===== src/rtl/mips_fetch_unit_if.sv =====
// Fetch-unit bundle: controller start/done and redirect, memory req/ready beat port, PC/IR view.
// master = fetch unit side, slave = controller plus memory side.
interface mips_fetch_unit_if #(
  parameter int WIDTH = 8,
  parameter int BUSW  = 8
);
  logic             start;
  logic             pc_load;
  logic [WIDTH-1:0] pc_next;
  logic             flush;
  logic [BUSW-1:0]  mem_rdata;
  logic             mem_ready;
  logic             mem_req;
  logic [WIDTH-1:0] mem_adr;
  logic [WIDTH-1:0] pc;
  logic [31:0]      instr;
  logic             busy;
  logic             done;
  logic             fault;

  modport master (
    input  start, pc_load, pc_next, flush, mem_rdata, mem_ready,
    output mem_req, mem_adr, pc, instr, busy, done, fault
  );

  modport slave (
    output start, pc_load, pc_next, flush, mem_rdata, mem_ready,
    input  mem_req, mem_adr, pc, instr, busy, done, fault
  );
endinterface


===== src/rtl/mips_fetch_unit.sv =====
// Multi-beat instruction fetch owning PC and IR; ALIGN_CHECK_EN adds a misaligned-start fault.
// Latency BEATS+1 cycles from start to done plus one per mem_ready-low cycle; waits hold all state.
module mips_fetch_unit #(
  parameter int WIDTH = 8,
  parameter int BUSW  = 8
) (
  input  logic             clk,
  input  logic             reset,
  mips_fetch_unit_if.master bus
);
  localparam int BEATS = 32 / BUSW;
  localparam int STEP  = BUSW / 8;
  localparam int CW    = (BEATS > 1) ? $clog2(BEATS) : 1;

  typedef enum logic [1:0] {IDLE, FETCH, DONE} state_t;

  state_t           state;
  logic [CW-1:0]    beat_cnt;
  logic [WIDTH-1:0] pc_q;
  logic [WIDTH-1:0] start_pc;
  logic [31:0]      instr_q;
  logic             mem_req_q;
  logic             busy_q;
  logic             done_q;
  logic             fault_q;
  logic [WIDTH-1:0] eff_pc;
  logic             misaligned;

  // A same-cycle pc_load redirects the fetch that start launches.
  assign eff_pc = bus.pc_load ? bus.pc_next : pc_q;

`ifdef ALIGN_CHECK_EN
  assign misaligned = |eff_pc[1:0];
`else
  assign misaligned = 1'b0;
`endif

  always_ff @(posedge clk) begin
    if (reset) begin
      state     <= IDLE;
      beat_cnt  <= '0;
      pc_q      <= '0;
      start_pc  <= '0;
      instr_q   <= '0;
      mem_req_q <= 1'b0;
      busy_q    <= 1'b0;
      done_q    <= 1'b0;
      fault_q   <= 1'b0;
    end else begin
      fault_q <= 1'b0;
      case (state)
        IDLE: begin
          if (bus.pc_load) pc_q <= bus.pc_next;
          if (bus.start) begin
            if (misaligned) begin
              fault_q <= 1'b1;
            end else begin
              start_pc  <= eff_pc;
              beat_cnt  <= '0;
              state     <= FETCH;
              mem_req_q <= 1'b1;
              busy_q    <= 1'b1;
            end
          end
        end
        FETCH: begin
          // flush beats a coincident mem_ready: the beat is dropped and PC rewinds.
          if (bus.flush) begin
            state     <= IDLE;
            pc_q      <= start_pc;
            beat_cnt  <= '0;
            mem_req_q <= 1'b0;
            busy_q    <= 1'b0;
          end else if (bus.mem_ready) begin
            instr_q[beat_cnt*BUSW +: BUSW] <= bus.mem_rdata;
            pc_q     <= pc_q + WIDTH'(STEP);
            beat_cnt <= beat_cnt + 1'b1;
            if (beat_cnt == CW'(BEATS - 1)) begin
              state     <= DONE;
              mem_req_q <= 1'b0;
              done_q    <= 1'b1;
            end
          end
        end
        DONE: begin
          state  <= IDLE;
          done_q <= 1'b0;
          busy_q <= 1'b0;
        end
        default: begin
          state     <= IDLE;
          mem_req_q <= 1'b0;
          busy_q    <= 1'b0;
          done_q    <= 1'b0;
        end
      endcase
    end
  end

  assign bus.mem_req = mem_req_q;
  assign bus.mem_adr = pc_q;
  assign bus.pc      = pc_q;
  assign bus.instr   = instr_q;
  assign bus.busy    = busy_q;
  assign bus.done    = done_q;
  assign bus.fault   = fault_q;
endmodule


===== src/flat_wrapper.sv =====
// flat-port wrapper written by rule: the top's interface ports become plain ports
module mips_fetch_unit_flat 
#(
  parameter int WIDTH = 8,
  parameter int BUSW  = 8
)
  (clk, reset, bus_start, bus_pc_load, bus_pc_next, bus_flush, bus_mem_rdata, bus_mem_ready, bus_mem_req, bus_mem_adr, bus_pc, bus_instr, bus_busy, bus_done, bus_fault);
  mips_fetch_unit_if #(.WIDTH(WIDTH), .BUSW(BUSW)) bus_i ();
  input  logic clk;
  input  logic reset;
  input wire logic [$bits(bus_i.start)-1:0] bus_start;
  input wire logic [$bits(bus_i.pc_load)-1:0] bus_pc_load;
  input wire logic [$bits(bus_i.pc_next)-1:0] bus_pc_next;
  input wire logic [$bits(bus_i.flush)-1:0] bus_flush;
  input wire logic [$bits(bus_i.mem_rdata)-1:0] bus_mem_rdata;
  input wire logic [$bits(bus_i.mem_ready)-1:0] bus_mem_ready;
  output wire logic [$bits(bus_i.mem_req)-1:0] bus_mem_req;
  output wire logic [$bits(bus_i.mem_adr)-1:0] bus_mem_adr;
  output wire logic [$bits(bus_i.pc)-1:0] bus_pc;
  output wire logic [$bits(bus_i.instr)-1:0] bus_instr;
  output wire logic [$bits(bus_i.busy)-1:0] bus_busy;
  output wire logic [$bits(bus_i.done)-1:0] bus_done;
  output wire logic [$bits(bus_i.fault)-1:0] bus_fault;
  assign bus_i.start = bus_start;
  assign bus_i.pc_load = bus_pc_load;
  assign bus_i.pc_next = bus_pc_next;
  assign bus_i.flush = bus_flush;
  assign bus_i.mem_rdata = bus_mem_rdata;
  assign bus_i.mem_ready = bus_mem_ready;
  assign bus_mem_req = bus_i.mem_req;
  assign bus_mem_adr = bus_i.mem_adr;
  assign bus_pc = bus_i.pc;
  assign bus_instr = bus_i.instr;
  assign bus_busy = bus_i.busy;
  assign bus_done = bus_i.done;
  assign bus_fault = bus_i.fault;
  mips_fetch_unit #(.WIDTH(WIDTH), .BUSW(BUSW)) u_core (.clk(clk), .reset(reset), .bus(bus_i));
endmodule

===== config.mk =====
export PLATFORM = sky130hd
export DESIGN_NAME = mips_fetch_unit_flat
export DESIGN_NICKNAME = d
export VERILOG_FILES = /design/src/rtl/mips_fetch_unit_if.sv /design/src/rtl/mips_fetch_unit.sv /design/src/flat_wrapper.sv
export SDC_FILE = /design/constraint.sdc
export NUM_CORES = 1
export LEC_CHECK = 0
export CORE_MARGIN = 3
export CORE_UTILIZATION = 43
export DETAILED_ROUTE_END_ITERATION = 8
export PLACE_DENSITY = 0.73
export SETUP_SLACK_MARGIN = 0.05
export SLEW_MARGIN = 30
export SYNTH_ARGS = -nofsm -noshare
export SYNTH_HDL_FRONTEND = slang
export SYNTH_SLANG_ARGS = --single-unit

===== constraint.sdc =====
create_clock -name clk -period 1.6 [get_ports clk]
set_input_delay 0.32 -clock clk [delete_from_list [all_inputs] [get_ports clk]]
set_output_delay 0.32 -clock clk [all_outputs]
set_load 0.02 [all_outputs]

==> run_results.csv <==
group,metric,value,unit
finish,antenna_cells,0,
synth,ys_ff_latch,55,
floorplan,core.rowCount,27,
finish,final_util,0.6623,
hold_path,worst_hold_startpoint,"reset",
route,detail-route-antenna-nets,0,
floorplan,die_h,84.30,um
global_route,grt.overflow.total,0,
synth,synth.cell_area,0.002636,mm^2
worst_setup_path,path_cells,"inv_4, ha_4, nor4bb_4, and4_4, buf_6, a22oi_2, nor2_1",
sta,hold_viol,0,
sta,fin_crit_sh,0.9426,
global_route,grt_use_total,0.2007,
global_route,grt_pass1_wl,11650,um
global_route,grt_antenna_before_repair,0,
synth,synth_seq_area_share,0.4177,
clocking,cts_root_buf,"clkbuf_8",
worst_setup_path,start_kind,"flip-flop",
clocking,cts_sinks,55,
hold_path,holdPathEnd,"u_core.beat_cnt[0]",
floorplan,core_area,0.005709,mm^2
hold_path,whs_path_depth,2,
worst_setup_path,rrSetupSlack,0.09,ns
global_route,grt_max_degree,24,
floorplan,initial_utilization,0.4618,
worst_setup_path,reg2reg_from,"u_core.beat_cnt[0]",
pwr,total_power,2795,uW
worst_setup_path,critPathRequiredTime,1.86,ns
synth,synth_area_leader_cell,"dfxtp_1",
clocking,path_clk_slew,0.11,ns
clocking,clk_latency,0.32,ns
worst_setup_path,rr_endpoint,"u_core.bus.instr[8]",
placement,place.gp.congestion,0.8498,
sta,setup_viol,0,
hold_path,hold_path.class,"input port to flip-flop",
synth,synth.avg_cell_area,8.701,um^2
sta,maxSlewViolCount,0,
synth,synth_edf_count,0,
finish,nFillCells,491,
placement,numPortBuffers,72,
global_route,use_met3,0.03337,
sta,fin_ws,0.09180,ns
clocking,cts_tree,"yes",
route,drt_iter0_markers,156,
synth,synth_cells,303,
floorplan,die_area,0.007106,mm^2
placement,place_hpwl,5306,um
global_route,grt_use_met1,0.2839,
worst_setup_path,reg2reg_depth,7,
finish,area_growth,43.43,%
finish,regArea,0.001107,mm^2
pwr,p_per_area,739.3,mW/mm^2
synth,synth_top_area_share,0.4177,
job,max-cap-violations,0,
floorplan,boundaryPins,74,
global_route,gr-usage-met2,0.3063,
worst_setup_path,critPathArrivalTime,1.76,ns
route,drt_wl_total,7346,um
synth,synth_fp_nets,332,
sta,period_needed,1.508,ns
route,avgViaCountPerCell,5.566,
worst_setup_path,crit_type,"flip-flop to flip-flop",
worst_setup_path,setup.worst_path.end_class,"flip-flop",
sta,rsz0062_at_grt,"true",
sta,fin_setup_tns,0,ns
synth,synth_ff_type,"dfxtp_1",
route,vias,2627,
finish,drive_gt1_frac,0.2325,
status,status,"finished clean",
clocking,postCtsHoldBufs,0,
clocking,cts.path.max_buffers,2,
floorplan,die_w,84.30,um
sta,fmax,663.0,MHz
clocking,htree_levels,2,
clocking,cts_buffers,5,
global_route,busiest_layer,"met2",
synth,synthArstFlopShare,0,
worst_setup_path,cp_slowest_stage_delay,0.36,ns
global_route,grt_pass1_vias,2406,
sta,hold_ws,0.4430,ns
synth,synth_warnings,0,
worst_setup_path,cp_slowest_cell,"dfxtp_2",
finish,fin_nets,428,
pwr,p_leak,0.001689,uW
synth,synth_area_leaders,"dfxtp_1, a21oi_1, nor2_1",
synth,synth_cell_type_count,49,
worst_setup_path,path_max_fanout,4,
pwr,vdd_ir_drop_max,0.4620,mV
route,drtPass1Iterations,5,
route,post_drt_wl_per_cell,15.56,um
sta,clock_skew,0.009012,ns
finish,multi_input_area,0.001456,mm^2
route,drc,0,
placement,place_ws,-0.3557,ns
-- how the worst max path moves through the flow --
stage / from / to / slack [ns] / cells after the start
after floorplan: u_core.beat_cnt[0] / u_core.bus.instr[14] / 0.07 / 7
after global placement: bus_flush / u_core.bus.mem_adr[3] / -0.28 / 5
after detailed placement: bus_flush / u_core.bus.instr[3] / -0.36 / 5
after CTS: u_core.beat_cnt[1] / u_core.bus.instr[27] / 0.05 / 7
after global routing: u_core.beat_cnt[0] / u_core.bus.instr[14] / 0.01 / 7
final: u_core.beat_cnt[0] / u_core.bus.instr[8] / 0.09 / 7
-- layer usage --
layer | vias up | share of wire
met4 | 0 | 0.018
met5 | - | 0
met2 | 98 | 0.47
met3 | 12 | 0.054
met1 | 1241 | 0.46
li1 | 1276 | -
-- worst max-delay path, delay by kind of cell (launching register included) --
family	cells	cell delay (ns)
DFF	1	0.36
AOI/OAI and AO/OA	1	0.05
buffers and inverters	2	0.16
and+or+nand+nor	3	0.57
adders and majority gates	1	0.30
-- where the power goes --
part           internal (uW)  switching, uW
clock network            318            493
logic                    246            277
registers               1420           44.5
-- kinds of logic (layout without fill, tap and decap cells) --
kind of cell,after synthesis,after routing,synth area share
AOI/OAI and AO/OA,74,74,0.1865
xor gates and xnor gates,2,2,0.006646
adders and majority gates,7,7,0.03322
buffers and inverters,33,130,0.06597
DFF,55,55,0.4177
muxes,9,9,0.03417
other,1,1,0.001422
and+or+nand+nor,122,122,0.2544
-- what timing repair did --
action	in CTS	in global routing
endpoints found under the hold margin	0	0
gates resized for setup	58	25
buffers inserted	2	0
setup endpoints to repair	85	41
pin swaps	4	12
-- cell usage after synthesis, types with 2 or more instances --
| cell type | count |
|---|---|
| dfxtp_1 | 55 |
| nor2_1 | 35 |
| a21oi_1 | 29 |
| nand2_1 | 25 |
| a22oi_1 | 17 |
| nand3_1 | 13 |
| a211oi_1 | 10 |
| buf_2 | 10 |
| buf_4 | 10 |
| mux2i_1 | 9 |
| clkbuf_1 | 8 |
| nand4_1 | 8 |
| ha_1 | 7 |
| nand2b_1 | 6 |
| nor3_1 | 6 |
| inv_1 | 5 |
| o21ai_0 | 5 |
| and3_1 | 4 |
| nor3b_2 | 3 |
| a2111oi_2 | 2 |
| a311oi_1 | 2 |
| and2_1 | 2 |
| and4_1 | 2 |
| nor2b_1 | 2 |
| nor4b_1 | 2 |
| o31ai_1 | 2 |
| xnor2_1 | 2 |
-- cell usage in the layout (no fill, tap or decap), types with 3 or more instances in the layout --
master	synthesis	layout
o21ai_0	5	5
dfxtp_1	55	50
mux2i_1	9	9
clkbuf_8	0	5
a22oi_2	0	5
a22oi_1	17	12
nand4_1	8	8
buf_4	10	41
clkdlybuf4s50_1	0	18
nor2_1	35	34
nand2b_1	6	5
and3_1	4	4
nand2_1	25	23
nor3b_2	3	3
a21oi_1	29	28
buf_6	0	3
nand3_1	13	13
inv_1	5	3
dfxtp_2	0	5
a211oi_1	10	10
ha_1	7	5
dlygate4sd2_1	0	52
nor3_1	6	6
-- per-stage QoR --
stage	area, um^2	instances
global placement	3636	462
detailed placement	3636	462
floorplan	2650	303
CTS	3691	472
global route	3781	472
finish	3781	472
-- flip-flops by register name (all words and copies together), names as in the netlist --
name / flops
u_core.bus.done: 1
u_core.bus.busy: 1
u_core.bus.mem_adr: 8
u_core.state: 2
u_core.bus.instr: 32
u_core.start_pc: 8
u_core.beat_cnt: 2
u_core.bus.mem_req: 1
-- final cells by class --
type,instances,area share
clock inverter,3,0.005956
clock buffer,5,0.01820
timing repair buffer,117,0.2684
multi-input combinational,215,0.3852
tap,72,0.02383
sequential,55,0.2929
inverter,5,0.005625
Power figures use the tool's default switching activity.
